`config.mk`:
```
export PLATFORM = sky130hd
export DESIGN_NAME = video_timing_gen_flat
export DESIGN_NICKNAME = d
export VERILOG_FILES = /design/src/rtl/video_timing_gen_if.sv /design/src/rtl/video_timing_gen.sv /design/src/flat_wrapper.sv
export SDC_FILE = /design/constraint.sdc
export NUM_CORES = 1
export LEC_CHECK = 0
export ABC_AREA = 1
export BUFFER_PORTS_ARGS = -buffer_cell sky130_fd_sc_hd__clkbuf_2
export CORE_ASPECT_RATIO = 0.7
export CORE_MARGIN = 1.5
export CORE_UTILIZATION = 25
export CTS_CLUSTER_DIAMETER = 30
export DETAILED_ROUTE_END_ITERATION = 10
export GPL_TIMING_DRIVEN = 0
export SLEW_MARGIN = 20
export SYNTH_ARGS = -nofsm -noshare
export SYNTH_HDL_FRONTEND = slang
export SYNTH_SLANG_ARGS = --single-unit
```
`constraint.sdc`:
```
create_clock -name PCLK -period 4 [get_ports PCLK]
set_clock_uncertainty 0.05 [all_clocks]
set_input_delay 0.8 -clock PCLK [delete_from_list [all_inputs] [get_ports PCLK]]
set_output_delay 0.8 -clock PCLK [all_outputs]
set_load 0.01 [all_outputs]
```
`src/rtl/video_timing_gen_if.sv`:
```
// video_timing_gen_if: raster timing bundle between the timing generator and its consumers
//   master : timing generator (drives position, sync, enables and strobes; samples EN)
//   slave  : pixel pipeline / output encoder (drives EN; samples everything else)
//   FRAME_CNT exists only when VTG_FRAME_CNT_EN is defined
interface video_timing_gen_if #(parameter int CW = 12) ();
  logic          EN;
  logic [CW-1:0] SX;
  logic [CW-1:0] SY;
  logic          HSYNC;
  logic          VSYNC;
  logic          DE;
  logic          VBLANK;
  logic          LINE_START;
  logic          FRAME_START;
`ifdef VTG_FRAME_CNT_EN
  logic [15:0]   FRAME_CNT;
  modport master (input EN, output SX, SY, HSYNC, VSYNC, DE, VBLANK, LINE_START, FRAME_START, FRAME_CNT);
  modport slave  (output EN, input SX, SY, HSYNC, VSYNC, DE, VBLANK, LINE_START, FRAME_START, FRAME_CNT);
`else
  modport master (input EN, output SX, SY, HSYNC, VSYNC, DE, VBLANK, LINE_START, FRAME_START);
  modport slave  (output EN, input SX, SY, HSYNC, VSYNC, DE, VBLANK, LINE_START, FRAME_START);
`endif
endinterface

```
`src/rtl/video_timing_gen.sv`:
```
// video_timing_gen: parametrised progressive raster timing generator with registered, zero-skew outputs
//   PCLK        : pixel clock
//   RST_PCLK_N  : asynchronous active-low reset, released synchronously to PCLK
//   vif.EN      : advance enable, low stalls the raster and suppresses strobes
//   vif.SX/SY   : current pixel position
//   vif.HSYNC/VSYNC, DE, VBLANK, LINE_START, FRAME_START : timing describing SX/SY of the same cycle
//   Optional macro VTG_FRAME_CNT_EN adds vif.FRAME_CNT, a 16-bit wrapping frame counter
module video_timing_gen #(
  parameter int H_ACTIVE = 640,
  parameter int H_FP     = 16,
  parameter int H_SYNC   = 96,
  parameter int H_BP     = 48,
  parameter int V_ACTIVE = 480,
  parameter int V_FP     = 10,
  parameter int V_SYNC   = 2,
  parameter int V_BP     = 33,
  parameter bit H_POL    = 1'b0,
  parameter bit V_POL    = 1'b0,
  parameter int CW       = 12
) (
  input logic               PCLK,
  input logic               RST_PCLK_N,
  video_timing_gen_if.master vif
);
  localparam int H_TOTAL = H_ACTIVE + H_FP + H_SYNC + H_BP;
  localparam int V_TOTAL = V_ACTIVE + V_FP + V_SYNC + V_BP;
  localparam logic [CW-1:0] H_LAST = CW'(H_TOTAL - 1);
  localparam logic [CW-1:0] V_LAST = CW'(V_TOTAL - 1);
  localparam logic [CW-1:0] H_ACT  = CW'(H_ACTIVE);
  localparam logic [CW-1:0] V_ACT  = CW'(V_ACTIVE);
  localparam logic [CW-1:0] HS_BEG = CW'(H_ACTIVE + H_FP);
  localparam logic [CW-1:0] HS_END = CW'(H_ACTIVE + H_FP + H_SYNC);
  localparam logic [CW-1:0] VS_BEG = CW'(V_ACTIVE + V_FP);
  localparam logic [CW-1:0] VS_END = CW'(V_ACTIVE + V_FP + V_SYNC);
  logic [CW-1:0] sx_q, sx_d, sy_q, sy_d;
  logic          de_q, de_d, vblank_q, vblank_d, hsync_q, hsync_d, vsync_q, vsync_d;
  logic          line_q, line_d, frame_q, frame_d, sx_wrap;
  // Every output register is loaded from the next position, so outputs and SX/SY stay aligned.
  // On a stall the next position equals the current one, which holds all levels automatically.
  always_comb begin
    sx_wrap  = sx_q == H_LAST;
    sx_d     = !vif.EN ? sx_q : sx_wrap ? '0 : sx_q + 1'b1;
    sy_d     = !(vif.EN && sx_wrap) ? sy_q : (sy_q == V_LAST) ? '0 : sy_q + 1'b1;
    de_d     = (sx_d < H_ACT) && (sy_d < V_ACT);
    vblank_d = sy_d >= V_ACT;
    hsync_d  = (sx_d >= HS_BEG && sx_d < HS_END) ? H_POL : ~H_POL;
    vsync_d  = (sy_d >= VS_BEG && sy_d < VS_END) ? V_POL : ~V_POL;
    line_d   = vif.EN && (sx_d == '0);
    frame_d  = line_d && (sy_d == '0);
  end
  always_ff @(posedge PCLK or negedge RST_PCLK_N) begin
    if (!RST_PCLK_N) begin
      sx_q     <= H_LAST;
      sy_q     <= V_LAST;
      de_q     <= 1'b0;
      vblank_q <= 1'b1;
      hsync_q  <= ~H_POL;
      vsync_q  <= ~V_POL;
      line_q   <= 1'b0;
      frame_q  <= 1'b0;
    end else begin
      sx_q     <= sx_d;
      sy_q     <= sy_d;
      de_q     <= de_d;
      vblank_q <= vblank_d;
      hsync_q  <= hsync_d;
      vsync_q  <= vsync_d;
      line_q   <= line_d;
      frame_q  <= frame_d;
    end
  end
  assign vif.SX          = sx_q;
  assign vif.SY          = sy_q;
  assign vif.DE          = de_q;
  assign vif.VBLANK      = vblank_q;
  assign vif.HSYNC       = hsync_q;
  assign vif.VSYNC       = vsync_q;
  assign vif.LINE_START  = line_q;
  assign vif.FRAME_START = frame_q;
`ifdef VTG_FRAME_CNT_EN
  // Counts in the same edge that raises FRAME_START, so the first frame reads 1.
  logic [15:0] fcnt_q, fcnt_d;
  always_comb fcnt_d = fcnt_q + 16'(frame_d);
  always_ff @(posedge PCLK or negedge RST_PCLK_N) begin
    if (!RST_PCLK_N) fcnt_q <= '0;
    else fcnt_q <= fcnt_d;
  end
  assign vif.FRAME_CNT = fcnt_q;
`endif
endmodule
```
`src/flat_wrapper.sv`:
```
// flat-port wrapper written by rule: the top's interface ports become plain ports
module video_timing_gen_flat 
#(
  parameter int H_ACTIVE = 640,
  parameter int H_FP     = 16,
  parameter int H_SYNC   = 96,
  parameter int H_BP     = 48,
  parameter int V_ACTIVE = 480,
  parameter int V_FP     = 10,
  parameter int V_SYNC   = 2,
  parameter int V_BP     = 33,
  parameter bit H_POL    = 1'b0,
  parameter bit V_POL    = 1'b0,
  parameter int CW       = 12
)
  (PCLK, RST_PCLK_N, vif_EN, vif_SX, vif_SY, vif_HSYNC, vif_VSYNC, vif_DE, vif_VBLANK, vif_LINE_START, vif_FRAME_START);
  video_timing_gen_if #(.CW(CW)) vif_i ();
  input logic PCLK;
  input logic RST_PCLK_N;
  input wire logic [$bits(vif_i.EN)-1:0] vif_EN;
  output wire logic [$bits(vif_i.SX)-1:0] vif_SX;
  output wire logic [$bits(vif_i.SY)-1:0] vif_SY;
  output wire logic [$bits(vif_i.HSYNC)-1:0] vif_HSYNC;
  output wire logic [$bits(vif_i.VSYNC)-1:0] vif_VSYNC;
  output wire logic [$bits(vif_i.DE)-1:0] vif_DE;
  output wire logic [$bits(vif_i.VBLANK)-1:0] vif_VBLANK;
  output wire logic [$bits(vif_i.LINE_START)-1:0] vif_LINE_START;
  output wire logic [$bits(vif_i.FRAME_START)-1:0] vif_FRAME_START;
  assign vif_i.EN = vif_EN;
  assign vif_SX = vif_i.SX;
  assign vif_SY = vif_i.SY;
  assign vif_HSYNC = vif_i.HSYNC;
  assign vif_VSYNC = vif_i.VSYNC;
  assign vif_DE = vif_i.DE;
  assign vif_VBLANK = vif_i.VBLANK;
  assign vif_LINE_START = vif_i.LINE_START;
  assign vif_FRAME_START = vif_i.FRAME_START;
  video_timing_gen #(.H_ACTIVE(H_ACTIVE), .H_FP(H_FP), .H_SYNC(H_SYNC), .H_BP(H_BP), .V_ACTIVE(V_ACTIVE), .V_FP(V_FP), .V_SYNC(V_SYNC), .V_BP(V_BP), .H_POL(H_POL), .V_POL(V_POL), .CW(CW)) u_core (.PCLK(PCLK), .RST_PCLK_N(RST_PCLK_N), .vif(vif_i));
endmodule
```
* Yosys cells after proc, flatten, opt, wreduce, memory -nomap -nowiden
Cells that the tools add are included.
** Word-level totals
- Bits in registers :: 30
- Bits of input ports :: 3
- Output and inout bits :: 30
- Logic and storage cells :: 33
** Operators by class
- Add/subtract/negate cells :: 2
- Magnitude comparators :: 7
- Equality and inequality tests :: 2
- Muxes and demuxes :: 6
- Reduce and logical (&&, ||, !) cells :: 8
** Operators by type and width (count)
- 12-bit 2-to-1 mux :: 4
- 12-bit by 1-bit adder with 12-bit output, second input constant :: 2
- 12-bit by 10-bit equality test with 1-bit output, second input constant :: 2
- 12-bit by 9-bit greater-or-equal comparator with 1-bit output, second input constant :: 2
- 12-bit logical NOT :: 2
- 12-bit by 10-bit less-than comparator with 1-bit output, second input constant :: 2
- 12-bit by 9-bit less-than comparator with 1-bit output, second input constant :: 2
- 12-bit by 10-bit greater-or-equal comparator with 1-bit output, second input constant :: 1
- 1-bit logical AND :: 6
- 1-bit 2-to-1 mux :: 2

* Longest topological paths before layout
- Word-level depth :: 6
- Mapped depth :: 14

* Worst setup path after synthesis
Ideal clock, no wire load.
- Kind :: reg2reg
- Start point :: register u_core.sx_q[0] (netlist: u_core.vif.SX[0])
- End point :: register u_core.de_q (netlist: u_core.vif.DE)
- Data arrival time :: 1.787 ns
- Path slack :: 2.049 ns
- Stages on the path, launching flop included :: 12
- Clock period less this slack :: 1.951 ns
- Cell sequence :: dfstp_2 ha_1 inv_1 nor2_8 and2_4 nand4_1 xor2_1 nand2_1 nor2_1 nand2_1 nand2_1 nor2_2
** Between the ends
- Longest elaborated chain between the ends :: 5
- Elaborated cells on any way between the ends :: 9
- Those cells by class :: add/sub: 1; order compare: 2; eq/ne: 1; mux: 3; reduce/logical: 2
** Ends and longest elaborated chain
- start, declared :: line video_timing_gen.sv:35 : logic [CW-1:0] sx_q, sx_d, sy_q, sy_d;
- start signal, assigned :: line video_timing_gen.sv:53 : sx_q <= H_LAST;
- start signal, assigned :: line video_timing_gen.sv:62 : sx_q <= sx_d;
- 12-bit by 1-bit adder with 12-bit output / 12-bit by 10-bit equality test with 1-bit output (equally long branches) :: line video_timing_gen.sv:42, video_timing_gen.sv:41
- 12-bit 2-to-1 mux / 1-bit logical AND (equally long branches) :: line video_timing_gen.sv:42, video_timing_gen.sv:43
- 12-bit 2-to-1 mux (on tied branches) :: line video_timing_gen.sv:42, video_timing_gen.sv:43
- 12-bit by 10-bit less-than comparator with 1-bit output / 12-bit by 9-bit less-than comparator with 1-bit output (equally long branches) :: line video_timing_gen.sv:44 : de_d = (sx_d < H_ACT) && (sy_d < V_ACT);
- 1-bit logical AND (*) :: line video_timing_gen.sv:44
- named net u_core.de_d :: line video_timing_gen.sv:36 : logic de_q, de_d, vblank_q, vblank_d, hsync_q, hsync_d, vsync_q, vsync_d;
- end signal, assigned :: line video_timing_gen.sv:55 : de_q <= 1'b0;
- end signal, assigned :: line video_timing_gen.sv:64 : de_q <= de_d;
- end, declared :: line video_timing_gen.sv:36
The timed path passes the listed nets; every way through them passes the cells marked *.

* Final worst setup path
- Start point :: register u_core.sx_q[1] (netlist: u_core.vif.SX[1])
- End point :: register u_core.vsync_q (netlist: u_core.vif.VSYNC)
** Between the ends
- Longest elaborated chain between the ends :: 6
- Elaborated cells on any way between the ends :: 7
- Those cells by class :: order compare: 2; eq/ne: 1; mux: 2; reduce/logical: 2
** Ends and longest elaborated chain
- 12-bit by 10-bit equality test with 1-bit output (*) :: line video_timing_gen.sv:41 : sx_wrap = sx_q == H_LAST;
- 1-bit logical AND (*) :: line video_timing_gen.sv:43 : sy_d = !(vif.EN && sx_wrap) ? sy_q : (sy_q == V_LAST) ? '0 : sy_q + 1'b1;
- 12-bit 2-to-1 mux (*) :: line video_timing_gen.sv:43
- 12-bit by 9-bit greater-or-equal comparator with 1-bit output / 12-bit by 9-bit less-than comparator with 1-bit output (equally long branches) :: line video_timing_gen.sv:47 : vsync_d = (sy_d >= VS_BEG && sy_d < VS_END) ? V_POL : ~V_POL;
- 1-bit logical AND (*) :: line video_timing_gen.sv:47
- 1-bit 2-to-1 mux (*) :: line video_timing_gen.sv:47
- named net u_core.vsync_d :: line video_timing_gen.sv:36
- end signal, assigned :: line video_timing_gen.sv:58 : vsync_q <= ~V_POL;
- end signal, assigned :: line video_timing_gen.sv:67 : vsync_q <= vsync_d;
- end, declared :: line video_timing_gen.sv:36
Marks and branches as above.

==> impl_metrics.yaml <==
status:
  status: "finished clean"
worst_setup_path:
  worstPathCellList: "ha_1 > inv_1 > nor2_8 > nand4_1 > nand2_1 > nand2_2 > nor2_2 > nand2_1 > nor2_2 > nand2_1 > nor2_1 > nand3_1"
  crit_slowest_cell: "dfstp_2"
  slowest_delay_ns: 0.58
  end_kind: "flop"
  required_ns: 4.13
  arrival_ns: 2.41
  crit_type: "flop to flop"
  critPathLaunchType: "flop"
  crit_top_cell: "nand2_1"
  path_max_fanout: 6
sta:
  slew_violations: 0
  setup_viol_count_final: 0
  max_slew_margin_pct: 49.0
  finalCritPeriodShare_pct: 56.8
  tns_ns: 0
  fin_crit_ns: 2.27
  worstMarginPinSlew_ns: 0.765
  hold_violations: 0
  rsz0062_at_grt: "false"
  timing.hold.ws_ns: 0.487
  fmax_mhz: 440
synth:
  avgSynthCellArea_um2: 7.03
  async_flop_share_pct: 100
  synthTopCellsByCount: "86 x nand2_1, 47 x inv_1, 34 x nor2_1"
  synthCells: 295
  netlist_area_um2: 2070
  syn_nets: 301
  yosysTopAreaCellShare_pct: 20.5
  synth_edf_count: 0
  yosys.cell_types.count: 32
  yosysMostFrequentCell: "nand2_1"
  synth_seq_cells: 30
  synth_seq_area_share_pct: 37.0
  ys.flop_type: "dfrtp_1"
  ys_warn_count: 0
  synth_area_leader_cell: "dfrtp_1"
  synthTopCellsByArea: "dfrtp_1 21%, dfstp_2 16%, nand2_1 16%"
clocking:
  max-clock-path-buffers: 2
  htreeDepth: 2
  post-cts-setup-buffer-count: 0
  cts-root-buf: "clkbuf_16"
  cts_hold_buf: 0
  numCtsBuffers: 5
  clk_latency_ns: 0.27
  cts_tree: "done"
  clk_pin_slew_ns: 0.05
  cts.sinks: 30
  cts_resized: 0
grt:
  first_global_vias: 1827
  track_usage_pct: 12.7
  grt_pass1_wl_mm: 8.87
  overflow: 0
  grt_max_degree: 31
  antenna_found_initial: 0
run:
  cap_violations: 0
power_and_ir_drop:
  intPower_mw: 0.712
  power.density_nw_per_um2: 442
  ir_worst_vdd_uv: 222
  p_seq_share_pct: 39.4
  power_switching_mw: 0.396
  combinationalPowerShare_pct: 26.7
  netSwitchingFraction_pct: 35.7
  power_frac_clock_pct: 33.9
  leakagePower_nw: 1.33
layout:
  stdcell_count: 436
  nNetsFinal: 340
  area_delta_synth_final_pct: 20.9
  antenna_cells: 0
  drive_gt1_share_pct: 25.7
  fill_cells: 865
die:
  fp.dieArea_um2: 8860
  dieHeight_um: 79.2
  fp-row-count: 27
  core_area_um2: 7940
  start_util_pct: 26.1
  die-width_um: 112
  ios: 33
drt:
  drc: 0
  viasPerCell: 4.44
  ant_nets: 0
  drt-total-wl_mm: 5.27
  wl_per_cell_um: 12.1
  num_vias: 1934
  drt_pass1_iterations: 5
  drt_iter0_drc: 162
hold_path:
  hold_class: "flop to flop"
placed_design:
  gp_congestion: 0.868
  placedCellCount: 428
  dpl.hpwl_mm: 4.24
  port_buffers: 32
power by group through the flow:
stage / Clock (mW) / Sequential, mW / Combinational [mW]
2_1_floorplan: 0 / 0.444 / 0.184
3_3_place_gp: 0 / 0.440 / 0.292
3_5_place_dp: 0 / 0.440 / 0.297
4_1_cts: 0.384 / 0.437 / 0.299
5_1_grt: 0.402 / 0.446 / 0.331
6_report: 0.376 / 0.437 / 0.295
final timing paths:
| kind | start | endpoint | slack, ns | depth (start not counted) |
|---|---|---|---|---|
| worst min register to register | u_core.vif.SX[1]$_DFF_PN1_ | u_core.vif.SX[1]$_DFF_PN1_ | 0.49 | 2 |
| max in group asynchronous | RST_PCLK_N | u_core.vif.SY[4]$_DFF_PN0_ | 2.87 | 1 |
| min in group asynchronous | RST_PCLK_N | u_core.vif.SX[6]$_DFF_PN0_ | 0.54 | 1 |
| worst min-delay path | u_core.vif.SX[1]$_DFF_PN1_ | u_core.vif.SX[1]$_DFF_PN1_ | 0.49 | 2 |
| worst max-delay path | u_core.vif.SX[1]$_DFF_PN1_ | u_core.vif.VSYNC$_DFF_PN1_ | 1.73 | 12 |
| worst max register to register | u_core.vif.SX[1]$_DFF_PN1_ | u_core.vif.VSYNC$_DFF_PN1_ | 1.73 | 12 |
routing by layer:
layer | share of wire (%) | wire length (µm) | global-route usage (%)
met1 | 51 | 2710 | 18.9
met2 | 40 | 2120 | 17.5
met3 | 7.6 | 402 | 3.44
met4 | 0.89 | 47 | 3.92
met5 | 0 | 0 | 0
registers in the layout (all words and copies together) (netlist names):
register                count
u_core.vif.FRAME_START      1
u_core.vif.LINE_START       1
u_core.vif.SY              12
u_core.vif.VSYNC            1
u_core.vif.VBLANK           1
u_core.vif.DE               1
u_core.vif.SX              12
u_core.vif.HSYNC            1
cells by family (layout without fill, tap and decap cells):
family	Yosys count	in the layout	share of synthesized area (%)
compound gates	12	12	3.20
simple gates	188	188	44.9
fa+ha+maj	3	3	1.81
xor+xnor	6	6	2.53
flops	30	30	37.0
buf+inv	56	96	10.6
per-stage QoR:
step | total power [mW] | utilization, % | cell area [µm²] | setup slack, ns
2_1_floorplan | 0.628 | - | 2070 | 2.05
3_3_place_gp | 0.732 | 29.7 | 2360 | 1.62
3_5_place_dp | 0.737 | 29.7 | 2360 | 1.59
4_1_cts | 1.12 | 31.6 | 2510 | 1.74
5_1_grt | 1.18 | 31.6 | 2510 | 1.56
6_report | 1.11 | 31.6 | 2510 | 1.73
cells in the final DEF (no fill, tap or decap), types with 3 or more instances in the layout:
master,instances
xor2_1,6
dfstp_2,13
nand4_1,11
nor2_1,34
inv_2,6
dfrtp_1,17
clkbuf_16,5
ha_1,3
nand2_1,86
nor2_2,5
nand2_2,9
clkbuf_2,32
a21oi_1,3
inv_1,47
o21ai_0,5
nand3_1,24
nor3_1,4
critical path: cells and delay by family (launching register included):
| family | cells | cell delay, ns |
|---|---|---|
| buffers and inverters | 1 | 0.09 |
| AND/OR/NAND/NOR | 10 | 1.28 |
| adder cells (fa/ha/maj) | 1 | 0.17 |
| flip-flops | 1 | 0.58 |
cell type report:
class / count / area (µm²) / share of cell area (%)
Buffer: 1 / 11.3 / 0.449
Clock buffer: 7 / 143 / 5.69
Clock inverter: 1 / 5.00 / 0.200
Inverter: 55 / 209 / 8.33
Multi-Input combinational cell: 209 / 1090 / 43.3
Sequential cell: 30 / 767 / 30.6
Tap cell: 101 / 126 / 5.04
Timing Repair Buffer: 32 / 160 / 6.38
(Power assumes the default switching activity.)
